===== config.mk =====
export PLATFORM = sky130hd
export DESIGN_NAME = axi_wr_protocol_fsm
export DESIGN_NICKNAME = d
export VERILOG_FILES = /design/src/rtl/axi_pkg.sv /design/src/rtl/axi_sync_fifo.sv /design/src/rtl/axi_wr_protocol_fsm.sv
export SDC_FILE = /design/constraint.sdc
export NUM_CORES = 1
export LEC_CHECK = 0
export CAP_MARGIN = 25
export CORE_UTILIZATION = 43
export DETAILED_ROUTE_END_ITERATION = 7
export PLACE_DENSITY = 0.83
export SKIP_CTS_REPAIR_TIMING = 1
export SYNTH_ARGS = -nofsm -noshare
export SYNTH_HDL_FRONTEND = slang
export SYNTH_SLANG_ARGS = --single-unit

===== constraint.sdc =====
create_clock -name axi_aclk -period 10.4 [get_ports axi_aclk]
set_input_delay 2.6 -clock axi_aclk [delete_from_list [all_inputs] [get_ports axi_aclk]]
set_output_delay 2.6 -clock axi_aclk [all_outputs]
set_load 0.02 [all_outputs]

===== src/rtl/axi_pkg.sv =====
// axi_pkg: shared AXI write-path constants and the FSM state encoding used by the AW/W/B engines.
package axi_pkg;
    localparam logic [1:0] RESP_OKAY   = 2'b00;
    localparam logic [1:0] BURST_FIXED = 2'b00;
    localparam logic [1:0] BURST_INCR  = 2'b01;
    localparam logic [1:0] BURST_WRAP  = 2'b10;
    typedef enum logic [1:0] {IDLE, VALID, BURST, RESP} state_e;
endpackage


===== src/rtl/axi_sync_fifo.sv =====
// axi_sync_fifo: first-word-fall-through synchronous FIFO, power-of-two depth, async active-high reset.
module axi_sync_fifo #(
    parameter int WIDTH = 8,
    parameter int DEPTH = 4
) (
    input  logic             clk,
    input  logic             rst,
    input  logic             push_i,
    input  logic             pop_i,
    input  logic [WIDTH-1:0] din_i,
    output logic [WIDTH-1:0] dout_o,
    output logic             empty_o
);
    localparam int PW = $clog2(DEPTH);
    logic [WIDTH-1:0] mem_q [DEPTH];
    logic [PW:0]      wr_q, rd_q;
    assign empty_o = wr_q == rd_q;
    assign dout_o  = mem_q[rd_q[PW-1:0]];
    always_ff @(posedge clk or posedge rst) begin
        if (rst) begin
            wr_q <= '0;
            rd_q <= '0;
            for (int i = 0; i < DEPTH; i++) mem_q[i] <= '0;
        end else begin
            if (push_i) begin
                mem_q[wr_q[PW-1:0]] <= din_i;
                wr_q <= wr_q + (PW+1)'(1);
            end
            if (pop_i) rd_q <= rd_q + (PW+1)'(1);
        end
    end
endmodule


===== src/rtl/axi_wr_protocol_fsm.sv =====
// axi_wr_protocol_fsm: AXI write-path engine turning stimulus requests into protocol-legal AW/W/B traffic
// with up to MAX_OUTS bursts in flight and in-order B responses.
module axi_wr_protocol_fsm
    import axi_pkg::*;
#(
    parameter int IDW      = 4,
    parameter int AW       = 32,
    parameter int DW       = 64,
    parameter int MAX_OUTS = 4
) (
    input  logic                        axi_aclk,
    input  logic                        rst,
    input  logic [IDW-1:0]              awid_in,
    input  logic [AW-1:0]               awaddr_in,
    input  logic [7:0]                  awlen_in,
    input  logic [2:0]                  awsize_in,
    input  logic [1:0]                  awburst_in,
    input  logic                        awvalid_in,
    output logic                        aw_accept,
    input  logic [DW-1:0]               wdata_in,
    input  logic [DW/8-1:0]             wstrb_in,
    input  logic                        wvalid_in,
    output logic                        w_accept,
    input  logic                        awready_in,
    input  logic                        wready_in,
    input  logic                        bready_in,
    output logic [IDW-1:0]              axi_awid,
    output logic [AW-1:0]               axi_awaddr,
    output logic [7:0]                  axi_awlen,
    output logic [2:0]                  axi_awsize,
    output logic [1:0]                  axi_awburst,
    output logic                        axi_awvalid,
    output logic [DW-1:0]               axi_wdata,
    output logic [DW/8-1:0]             axi_wstrb,
    output logic                        axi_wlast,
    output logic                        axi_wvalid,
    output logic [IDW-1:0]              axi_bid,
    output logic [1:0]                  axi_bresp,
    output logic                        axi_bvalid,
    output logic [$clog2(MAX_OUTS):0]   outs_cnt
);
    localparam int CW = $clog2(MAX_OUTS) + 1;
    state_e           aw_state_q, w_state_q, b_state_q;
    logic [IDW-1:0]   awid_q, wid_q, bid_q;
    logic [AW-1:0]    awaddr_q;
    logic [7:0]       awlen_q, beat_cnt_q;
    logic [2:0]       awsize_q;
    logic [1:0]       awburst_q;
    logic [DW-1:0]    wdata_q;
    logic [DW/8-1:0]  wstrb_q;
    logic             wlast_q;
    logic [CW-1:0]    outs_cnt_q;
    logic [CW:0]      outs_d;
    logic             aw_hs, w_hs, b_hs, aw_load, w_load, w_last_ld, b_load, bf_empty, rf_empty;
    logic [IDW+7:0]   bf_dout;
    logic [IDW-1:0]   rf_dout;
    assign axi_awvalid = aw_state_q == VALID;
    assign axi_wvalid  = w_state_q == BURST;
    assign axi_bvalid  = b_state_q == RESP;
    assign aw_hs = axi_awvalid & awready_in;
    assign w_hs  = axi_wvalid & wready_in;
    assign b_hs  = axi_bvalid & bready_in;
    assign outs_d    = {1'b0, outs_cnt_q} + (CW+1)'(aw_hs) - (CW+1)'(b_hs);
    assign aw_load   = !rst & (!axi_awvalid | aw_hs) & awvalid_in & (outs_d < (CW+1)'(MAX_OUTS));
    assign w_load    = !rst & (!axi_wvalid | w_hs) & wvalid_in & !bf_empty;
    assign w_last_ld = w_load & (beat_cnt_q == bf_dout[7:0]);
    assign b_load    = !rst & (!axi_bvalid | b_hs) & !rf_empty;
    assign aw_accept = aw_load;
    assign w_accept  = w_load;
    assign {axi_awid, axi_awaddr, axi_awlen, axi_awsize, axi_awburst} = {awid_q, awaddr_q, awlen_q, awsize_q, awburst_q};
    assign {axi_wdata, axi_wstrb, axi_wlast} = {wdata_q, wstrb_q, wlast_q};
    assign axi_bid   = bid_q;
    assign axi_bresp = RESP_OKAY;
    assign outs_cnt  = outs_cnt_q;
    always_ff @(posedge axi_aclk or posedge rst) begin
        if (rst) outs_cnt_q <= '0;
        else outs_cnt_q <= outs_d[CW-1:0];
    end
    always_ff @(posedge axi_aclk or posedge rst) begin
        if (rst) begin
            aw_state_q <= IDLE;
            {awid_q, awaddr_q, awlen_q, awsize_q, awburst_q} <= '0;
        end else if (aw_load) begin
            aw_state_q <= VALID;
            {awid_q, awaddr_q, awlen_q, awsize_q, awburst_q} <= {awid_in, awaddr_in, awlen_in, awsize_in, awburst_in};
        end else if (aw_hs) begin
            aw_state_q <= IDLE;
        end
    end
    // beat_cnt counts beats loaded for the head burst, which is popped as its last beat loads,
    // so the next burst's first beat sees the correct head in the same cycle.
    always_ff @(posedge axi_aclk or posedge rst) begin
        if (rst) begin
            w_state_q  <= IDLE;
            {wdata_q, wstrb_q, wlast_q, wid_q} <= '0;
            beat_cnt_q <= '0;
        end else if (w_load) begin
            w_state_q  <= BURST;
            {wdata_q, wstrb_q, wlast_q, wid_q} <= {wdata_in, wstrb_in, w_last_ld, bf_dout[IDW+7:8]};
            beat_cnt_q <= w_last_ld ? 8'd0 : beat_cnt_q + 8'd1;
        end else if (w_hs) begin
            w_state_q <= IDLE;
            wlast_q   <= 1'b0;
        end
    end
    always_ff @(posedge axi_aclk or posedge rst) begin
        if (rst) begin
            b_state_q <= IDLE;
            bid_q     <= '0;
        end else if (b_load) begin
            b_state_q <= RESP;
            bid_q     <= rf_dout;
        end else if (b_hs) begin
            b_state_q <= IDLE;
        end
    end
    axi_sync_fifo #(.WIDTH(IDW + 8), .DEPTH(MAX_OUTS)) u_burst_fifo (
        .clk(axi_aclk), .rst(rst), .push_i(aw_hs), .pop_i(w_last_ld),
        .din_i({awid_q, awlen_q}), .dout_o(bf_dout), .empty_o(bf_empty)
    );
    axi_sync_fifo #(.WIDTH(IDW), .DEPTH(MAX_OUTS)) u_resp_fifo (
        .clk(axi_aclk), .rst(rst), .push_i(w_hs & wlast_q), .pop_i(b_load),
        .din_i(wid_q), .dout_o(rf_dout), .empty_o(rf_empty)
    );
endmodule

==> flow_summary_export.csv, run 1 <==
group,metric,value,unit
timing,finalCritPeriodShare,0.8168,
timing,tightest_slew,0.9019,ns
drt,drt_iter0_drc,275,
global_route,busiest_layer,"met2",
synth,synth_flop_cell,"dfrtp_1",
power_and_ir_drop,p_leak,0.006031,uW
final_layout,fin_cells,1285,
timing,max_freq,117.7,MHz
worst_setup_path,critPathArrivalTime,5.89,ns
die,dieHeight,147.7,um
worst_setup_path,cp_max_fo,51,
outcome,status,"finished, final reports clean",
power_and_ir_drop,ir_worst_vdd,0.0001787,V
timing,finalClockSkew,0.01675,ns
global_route,grt_max_degree,87,
synth,synth_area_leaders,"dfrtp_1 60%, mux2_2 15%, nand2_1 10%",
timing,final_max_slew_viol_count,0,
global_route,grt_pass1_wl,32660,um
global_route,grt_pass1_vias,6397,
worst_setup_path,critical_path_class,"in2out",
timing,finalSetupViolCount,0,
clocking,clockRootBuffer,"clkbuf_16",
placement,dp_cells,1242,
synth,ys_seq_area_frac,0.6028,
timing,fin_setup_tns,0,ns
global_route,grt_util_met1,0.2416,
die,die-area,21830,um2
synth,avgSynthCellArea,12.36,um2
timing,rsz0062_at_grt,"false",
final_layout,nets,1145,
final_layout,fin_area,12810,um2
clocking,clock_latency,0.51,ns
timing,min_period,8.495,ns
timing,maxSlewHeadroom,0.3987,
worst_setup_path,critPathRequiredTime,7.80,ns
clocking,clock_sinks,220,
clocking,htreeDepth,1,
synth,ys_ff_latch,220,
synth,synth-edff-count,0,
synth,ys_top_cells_by_count,"245 x nand2_1, 220 x dfrtp_1, 119 x mux2_2, 22 x clkbuf_1, 16 x xnor2_1",
synth,synth_top_area_share,0.6028,
placement,gp_congestion,0.7825,
clocking,clkSlewWorstSetupHoldPaths,0.05,ns
drt,wl_per_cell,15.69,um
final_layout,n_antenna_cell,0,
global_route,antenna_found_initial,0,
die,start_util,0.4456,
timing,timing_hold_violations_final,0,
synth,synthMostInstantiatedCell,"nand2_1",
power_and_ir_drop,power_density,307.9,nW/um2
clocking,cts_buffers,24,
placement,portBuffers,261,
clocking,ctsLongestPathBuffers,3,
die,die_width,147.7,um
run,drv_cap,0,
drt,vias,6214,
drt,drc,0,
die,io-pin-count,264,
synth,yosys.area.top_type,"dfrtp_1",
drt,ant_nets,0,
synth,synthCells,739,
worst_setup_path,crit_path_start_kind,"primary input",
clocking,cts_tree,"done",
global_route,grt_overflow,0,
global_route,grtUsageMet3,0.03302,
die,rows,52,
synth,syn-cell-area,9133,um2
final_layout,syn_to_final_growth,40.31,%
placement,dp_hpwl,13520,um
synth,synthArstFlopShare,1.000,
synth,ys_types,39,
die,core,20490,um2
hold_path,hp-class,"reg2reg",
drt,dr.pass1.iters,4,
global_route,grt_usage,0.1845,
worst_setup_path,critPathCaptureType,"primary output",
global_route,grt_use_met2,0.3196,
final_layout,drive_above_1_share,0.1872,
drt,wl,20160,um
drt,viasPerCell,4.836,
synth,yosysWarningCount,0,
placement,place_area,11980,um2
worst max-delay path, cell delays in order:
cell	delay (ns)
clkdlybuf4s50_1	0.58
nand2_1	0.14
ha_1	0.29
inv_1	0.05
ha_1	0.15
inv_1	0.06
fa_1	0.37
xnor2_1	0.16
or3_2	0.45
buf_4	0.31
inv_1	0.11
clkdlybuf4s50_1	0.60
where the power goes:
group | switching (uW) | internal (uW)
registers | 251 | 1210
clock network | 323 | 489
logic | 811 | 862
total | 1390 | 2560
cells by family (layout without fill, tap and decap cells):
group	after synthesis	count (layout)	synth area share
AO/OA/AOI/OAI	8	8	0.007398
XOR/XNOR	30	30	0.03124
adder cells (fa/ha/maj)	16	16	0.02274
buffers and inverters	50	325	0.02480
flip-flops	220	220	0.6028
multiplexers	136	136	0.1878
other	1	2	0.0004106
AND/OR/NAND/NOR	278	278	0.1228
layout by cell type (no fill, tap or decap), drive strengths merged:
master,netlist,layout
buf,13,9
nand3,8,8
clkinvlp,0,1
o21ai,3,3
nor2,6,6
and3,2,2
o311ai,1,1
nand2b,3,3
nand4,4,4
a21oi,1,1
bufinv,0,1
a21o,1,1
dfrtp,220,220
or2,1,1
xor2,12,12
nand2,246,246
or3,1,1
conb,1,2
fa,1,1
clkbuf,22,34
inv,15,14
nor2b,2,2
and2,3,3
a31o,1,1
clkdlybuf4s50,0,261
mux2,120,120
mux4,16,16
clkinv,0,5
ha,15,15
xnor2,18,18
a311oi,1,1
nor4,2,2
per-stage QoR:
step | hold WS, ns | setup slack [ns] | power, uW | utilization
2_1_floorplan | 0.4607 | 1.076 | 2417 | -
3_3_place_gp | 0.4560 | 1.945 | 3088 | 0.5844
3_5_place_dp | 0.4612 | 1.875 | 3144 | 0.5844
4_1_cts | 0.4756 | 1.863 | 3981 | 0.6212
5_1_grt | 0.4964 | 1.708 | 4185 | 0.6252
6_report | 0.4725 | 1.905 | 3946 | 0.6252
state kept, by name, summed over array words and instances, names as in the netlist, 4 cells and up:
register	cells
axi_wdata	64
u_burst_fifo.mem_q	48
axi_awaddr	32
u_resp_fifo.mem_q	16
axi_awlen	8
axi_wstrb	8
beat_cnt_q	8
axi_awid	4
axi_bid	4
wid_q	4
routing by layer:
| metal | share of wire | wire, um |
|---|---|---|
| met1 | 0.43 | 8661 |
| met3 | 0.058 | 1177 |
| met5 | 0 | 0 |
| met4 | 0.015 | 305 |
| met2 | 0.50 | 10010 |
worst paths after layout:
path / startpoint / slack, ns / cells after the start / to
hold / removal: axi_wdata[49] / 0.47 / 2 / axi_wdata[49]
min in group asynchronous: rst / 2.73 / 4 / w_state_q[1]
setup reg to reg: u_burst_fifo.rd_q[1] / 7.04 / 7 / u_burst_fifo.rd_q[1]
setup / recovery: awready_in / 1.91 / 12 / aw_accept
max in group asynchronous: rst / 6.42 / 5 / u_burst_fifo.mem_q[29]
hold reg to reg: axi_wdata[49] / 0.47 / 2 / axi_wdata[49]
area by class of cell:
class / instances / area [um2]
clock inverters: 6 / 55.05
clock buffers: 34 / 699.4
well taps: 270 / 337.8
flip-flops and latches: 220 / 5505
multi-input cells: 470 / 3416
inverters: 15 / 60.06
repair buffers: 270 / 2740
fillers: 1617 / 7681
(Power assumes the default switching activity.)
==> run 2: changes to the inputs <==
clock period = 6.9 ns   (was 10.4 ns; I/O delays follow)
==> run 2 against run 1 <==
Against the previous run:
- register-to-register slack got worse by 3.7 ns
- first-iteration DRC count decreased by 20%
- worst setup slack got worse by 1.5 ns
- global-route usage increased by 0.39 points
- power increased by 50%
- final cell count about the same
- die area unchanged
- combinational power increased by 49%
- sequential power increased by 53%
- critical path depth decreased by 1
- wire length increased by 1.8%
- clock skew decreased by 0.0024 ns
- largest cell class unchanged
- largest power group unchanged
- highest routed layer unchanged
==> flow_summary_export.csv, run 2 (synthesized netlist as in run 1, its figures left out) <==
group,metric,value,unit
timing,finalCritPeriodShare,0.9432,
drt,ant_nets,0,
power_and_ir_drop,power_density,464.4,nW/um2
clocking,clock_latency,0.50,ns
timing,tightest_slew,0.9759,ns
worst_setup_path,critPathRequiredTime,5.18,ns
drt,vias,6324,
hold_path,min_path_cells,2,
hold_path,hold_start,"axi_wdata[0]",
run,drv_cap,0,
die,rows,52,
drt,drc,0,
timing,rsz0062_at_grt,"false",
timing,min_period,6.508,ns
worst_setup_path,worstReg2RegStart,"u_burst_fifo.rd_q[0]",
worst_setup_path,critical_path_class,"in2out",
die,die_width,147.7,um
clocking,ctsLongestPathBuffers,3,
final_layout,largest_register_ffs,64,
final_layout,drive_above_1_share,0.1854,
worst_setup_path,cp_max_fo,6,
clocking,clockRootBuffer,"clkbuf_16",
worst_setup_path,crit_path_start_kind,"primary input",
timing,fin_setup_tns,0,ns
timing,final_max_slew_viol_count,0,
power_and_ir_drop,p_leak,0.006006,uW
die,dieHeight,147.7,um
final_layout,n_antenna_cell,0,
drt,viasPerCell,4.925,
drt,wl,20520,um
clocking,cts_buffers,23,
global_route,grt_overflow,0,
final_layout,nFillCells,1580,
global_route,grt_max_degree,86,
drt,wl_per_cell,15.98,um
global_route,antenna_found_initial,0,
global_route,grt_pass1_vias,6510,
clocking,clkSlewWorstSetupHoldPaths,0.05,ns
worst_setup_path,max_stage_delay,0.60,ns
drt,dr.pass1.iters,6,
timing,maxSlewHeadroom,0.3494,
power_and_ir_drop,ir_worst_vdd,0.0002349,V
drt,drt_iter0_drc,221,
timing,max_freq,153.7,MHz
die,die-area,21830,um2
global_route,grt_usage,0.1885,
clocking,htreeDepth,1,
worst_setup_path,critPathCaptureType,"primary output",
die,start_util,0.4456,
global_route,grt_pass1_wl,33230,um
hold_path,hp-class,"reg2reg",
worst_setup_path,crit_chain,"clkdlybuf4s50_1 > nand2_1 > ha_1 > inv_1 > ha_1 > inv_1 > fa_1 > xnor2_1 > or3_2 > inv_6 > clkdlybuf4s50_1",
timing,finalClockSkew,0.01432,ns
clocking,cts_tree,"done",
placement,portBuffers,261,
timing,finalSetupViolCount,0,
worst_setup_path,ff2ff_path_depth,7,
placement,gp_congestion,0.7524,
final_layout,nets,1143,
power_and_ir_drop,total_power,5938,uW
worst_setup_path,r2r_slack,3.38,ns
die,core,20490,um2
worst_setup_path,critPathArrivalTime,4.78,ns
final_layout,post-route-util,0.6239,
final_layout,final_common_cell,"clkdlybuf4s50_1",
timing,timing_hold_violations_final,0,
hold_path,hold_end,"axi_wdata[0]",
placement,dp_hpwl,13950,um
final_layout,final_cell_mix,"261 x clkdlybuf4s50_1, 245 x nand2_1, 220 x dfrtp_1",
worst_setup_path,r2r-end,"u_burst_fifo.rd_q[1]",
outcome,status,"finished, final reports clean",
clocking,clock_sinks,220,
final_layout,syn_to_final_growth,40.01,%
worst_setup_path,slowest_stage,"clkdlybuf4s50_1",
die,io-pin-count,264,
==> run 2: cell count changes in the layout (fill, tap and decap cells not counted) <==
cell,change
buf_16,-1
bufinv_16,+1
clkbuf_1,+2
clkbuf_16,-2
clkbuf_8,+1
clkinv_2,-3
inv_1,-1
inv_6,+2
==> run 2: routing by layer <==
layer | track usage | vias up | part of all wire
met1 | 0.2418 | 3140 | 0.41
met4 | 0.03711 | 0 | 0.014
met5 | 0 | - | 0
met2 | 0.3335 | 208 | 0.51
met3 | 0.03519 | 29 | 0.063
li1 | - | 2947 | -
==> run 2: cell type report <==
type	count	area, um2	share of cell area
repair buffers	269	2713	0.2122
inverters	15	65.06	0.005089
flip-flops and latches	220	5505	0.4306
well taps	270	337.8	0.02642
clock buffers	35	670.6	0.05245
clock inverters	5	78.83	0.006165
multi-input cells	470	3416	0.2672
==> run 2: worst max path at each step <==
stage          depth (start not counted)  slack [ns]        from        end
5_1_grt                               11        0.26  awready_in  aw_accept
2_1_floorplan                          6       -0.53         rst  aw_accept
3_5_place_dp                          11        0.43  awready_in  aw_accept
4_1_cts                               11        0.40  awready_in  aw_accept
6_report                              11        0.39  awready_in  aw_accept
3_3_place_gp                          11        0.48  awready_in  aw_accept
==> run 2: power by group <==
part           leakage (uW)  switching [uW]  internal, uW
Combinational       0.00285            1200          1280
Clock              0.000368             481           742
Sequential          0.00279             404          1820
==> run 2: per-stage QoR <==
step | setup WS [ns] | instances | area (um2) | hold WS (ns)
2_1_floorplan | -0.5336 | 740 | 9156 | 0.4607
3_3_place_gp | 0.4757 | 1242 | 11980 | 0.4564
3_5_place_dp | 0.4271 | 1242 | 11980 | 0.4610
4_1_cts | 0.4046 | 1282 | 12730 | 0.4755
5_1_grt | 0.2573 | 1284 | 12790 | 0.4961
6_report | 0.3919 | 1284 | 12790 | 0.4722
==> run 2: worst max-delay path, delay by kind of cell <==
family	cells	cell delay, ns
adder cells (fa/ha/maj)	3	0.82
XOR/XNOR	1	0.16
buffers and inverters	5	1.37
AND/OR/NAND/NOR	2	0.69
==> run 3: changes to the inputs <==
--- a/config.mk
+++ b/config.mk
@@ -7,4 +7,5 @@
 export LEC_CHECK = 0
 export CAP_MARGIN = 25
+export CORE_MARGIN = 8
 export CORE_UTILIZATION = 43
 export DETAILED_ROUTE_END_ITERATION = 7
==> constraint.sdc (replaced) <==
create_clock -name axi_aclk -period 6.9 [get_ports axi_aclk]
set_input_delay 1.725 -clock axi_aclk [delete_from_list [all_inputs] [get_ports axi_aclk]]
set_output_delay 1.725 -clock axi_aclk [all_outputs]
set_load 0.005 [all_outputs]
==> run 3 against run 2 <==
Against the previous run:
- first-iteration DRC count rose by 91%
- sequential share of layout area fell by 0.23 points
- power fell by 5.2%
- worst hold slack barely moved
- wire length rose by 7.9%
- clock skew fell by 0.0022 ns
- register-to-register slack improved by 0.17 ns
- combinational power fell by 15%
- non-clock buffer count did not move
- clock power rose by 7%
- largest power group is now sequential cells
==> flow_summary_export.csv, run 3 (synthesized netlist as in run 1, its figures left out) <==
group,metric,value,unit
power_and_ir_drop,p_sw,1689,uW
global_route,grt_overflow,0,
final_layout,final_cell_mix,"261 x clkdlybuf4s50_1, 245 x nand2_1, 220 x dfrtp_1",
outcome,status,"finished, final reports clean",
drt,wl_per_cell,17.16,um
global_route,grt_usage,0.1671,
worst_setup_path,critPathRequiredTime,5.18,ns
worst_setup_path,critical_path_class,"in2out",
clocking,clock_latency,0.51,ns
drt,ant_nets,0,
final_layout,final_common_cell,"clkdlybuf4s50_1",
power_and_ir_drop,power_density,437.8,nW/um2
die,die_width,161.7,um
placement,portBuffers,261,
clocking,htreeDepth,1,
final_layout,n_antenna_cell,0,
die,die-area,26160,um2
placement,dp_cells,1248,
worst_setup_path,critPathCaptureType,"primary output",
hold_path,hp-class,"reg2reg",
final_layout,syn_to_final_growth,40.75,%
power_and_ir_drop,p_leak,0.006040,uW
final_layout,drive_above_1_share,0.1852,
timing,tightest_slew,0.8984,ns
placement,dp_hpwl,15550,um
power_and_ir_drop,seqPwrFrac,0.393,
die,dieHeight,161.7,um
final_layout,post-route-util,0.6134,
hold_path,hold_end,"axi_wdata[1]",
die,core,20960,um2
clocking,ctsLongestPathBuffers,3,
hold_path,min_path_cells,2,
timing,finalSetupViolCount,0,
timing,finalCritPeriodShare,0.9161,
drt,wl,22140,um
power_and_ir_drop,intPower,3938,uW
final_layout,largest_register_ffs,64,
drt,dr.pass1.iters,4,
clocking,clock_sinks,220,
drt,viasPerCell,4.854,
power_and_ir_drop,p_clk_frac,0.233,
drt,vias,6262,
hold_path,hold_start,"axi_wdata[1]",
run,drv_cap,0,
timing,finalClockSkew,0.01213,ns
die,start_util,0.4358,
timing,max_freq,158.2,MHz
drt,drc,0,
power_and_ir_drop,combPwrFrac,0.374,
timing,min_period,6.321,ns
power_and_ir_drop,ir_worst_vdd,0.0002207,V
drt,drt_iter0_drc,422,
worst_setup_path,r2r-end,"u_burst_fifo.rd_q[1]",
worst_setup_path,r2r_slack,3.55,ns
timing,hold_ws,0.4724,ns
global_route,grt_max_degree,86,
placement,gp_congestion,0.7735,
timing,timing_hold_violations_final,0,
timing,final_max_slew_viol_count,0,
worst_setup_path,cp_max_fo,6,
worst_setup_path,crit_path_start_kind,"primary input",
global_route,antenna_found_initial,0,
clocking,cts_buffers,24,
clocking,clkSlewWorstSetupHoldPaths,0.05,ns
clocking,clockRootBuffer,"clkbuf_16",
timing,fin_setup_tns,0,ns
final_layout,nets,1144,
die,io-pin-count,264,
die,rows,53,
global_route,grt_pass1_vias,6713,
final_layout,fin_cells,1290,
worst_setup_path,worstReg2RegStart,"u_burst_fifo.rd_q[1]",
clocking,cts_tree,"done",
worst_setup_path,ff2ff_path_depth,7,
power_and_ir_drop,total_power,5627,uW
timing,rsz0062_at_grt,"false",
worst_setup_path,critPathArrivalTime,4.60,ns
power_and_ir_drop,swShare,0.3002,
timing,maxSlewHeadroom,0.4011,
global_route,grt_pass1_wl,35690,um
-- run 3: cell types whose count changed in the layout (fill, tap and decap cells not counted) --
| cell | previous run | this run |
|---|---|---|
| inv_6 | 2 | 0 |
| bufinv_16 | 2 | 3 |
| inv_1 | 12 | 13 |
| clkinv_2 | 2 | 1 |
| clkbuf_16 | 23 | 25 |
-- run 3: cell type report --
type                       instances  area [um2]
multi-input combinational        470        3416
inverter                          15       60.06
fill                            1671        8102
sequential                       220        5505
tap                              275       344.1
clock inverter                     4       95.09
clock buffer                      37       720.7
timing repair buffer             269        2713
-- run 3: worst max-delay path, stage by stage --
cell and delay, ns:
clkdlybuf4s50_1 0.58, nand2_1 0.15, ha_1 0.30, inv_1 0.06, ha_1 0.15, inv_1 0.05, fa_1 0.37, xnor2_1 0.15
or3_2 0.48, inv_1 0.08, clkdlybuf4s50_1 0.50
-- run 3: worst max-delay path by stage --
stage                from         to  slack, ns  cells after the start
3_3_place_gp   awready_in  aw_accept       0.63                     11
5_1_grt        awready_in  aw_accept       0.42                     11
6_report       awready_in  aw_accept       0.58                     11
2_1_floorplan         rst  aw_accept      -0.50                      6
3_5_place_dp   awready_in  aw_accept       0.58                     11
4_1_cts        awready_in  aw_accept       0.58                     11
-- run 3: per-layer routing --
| layer | up-vias | routed length, um | global-route usage |
|---|---|---|---|
| li1 | 2950 | - | - |
| met1 | 3088 | 8744 | 0.1974 |
| met2 | 191 | 11330 | 0.2964 |
| met3 | 33 | 1651 | 0.04581 |
| met4 | 0 | 410 | 0.04167 |
| met5 | - | 0 | 0 |
-- run 3: power by group through the flow --
stage | logic, uW | registers, uW | clock network (uW)
3_3_place_gp | 2040 | 2210 | 0
5_1_grt | 2310 | 2290 | 1400
2_1_floorplan | 1060 | 2160 | 0
4_1_cts | 2120 | 2230 | 1350
6_report | 2110 | 2210 | 1310
3_5_place_dp | 2100 | 2240 | 0
-- run 3: metrics by stage --
stage	cell area, um2	worst slack (ns)
2_1_floorplan	9151	-0.5023
3_5_place_dp	12010	0.5819
6_report	12850	0.5788
5_1_grt	12850	0.4243
3_3_place_gp	11980	0.6299
4_1_cts	12830	0.5750
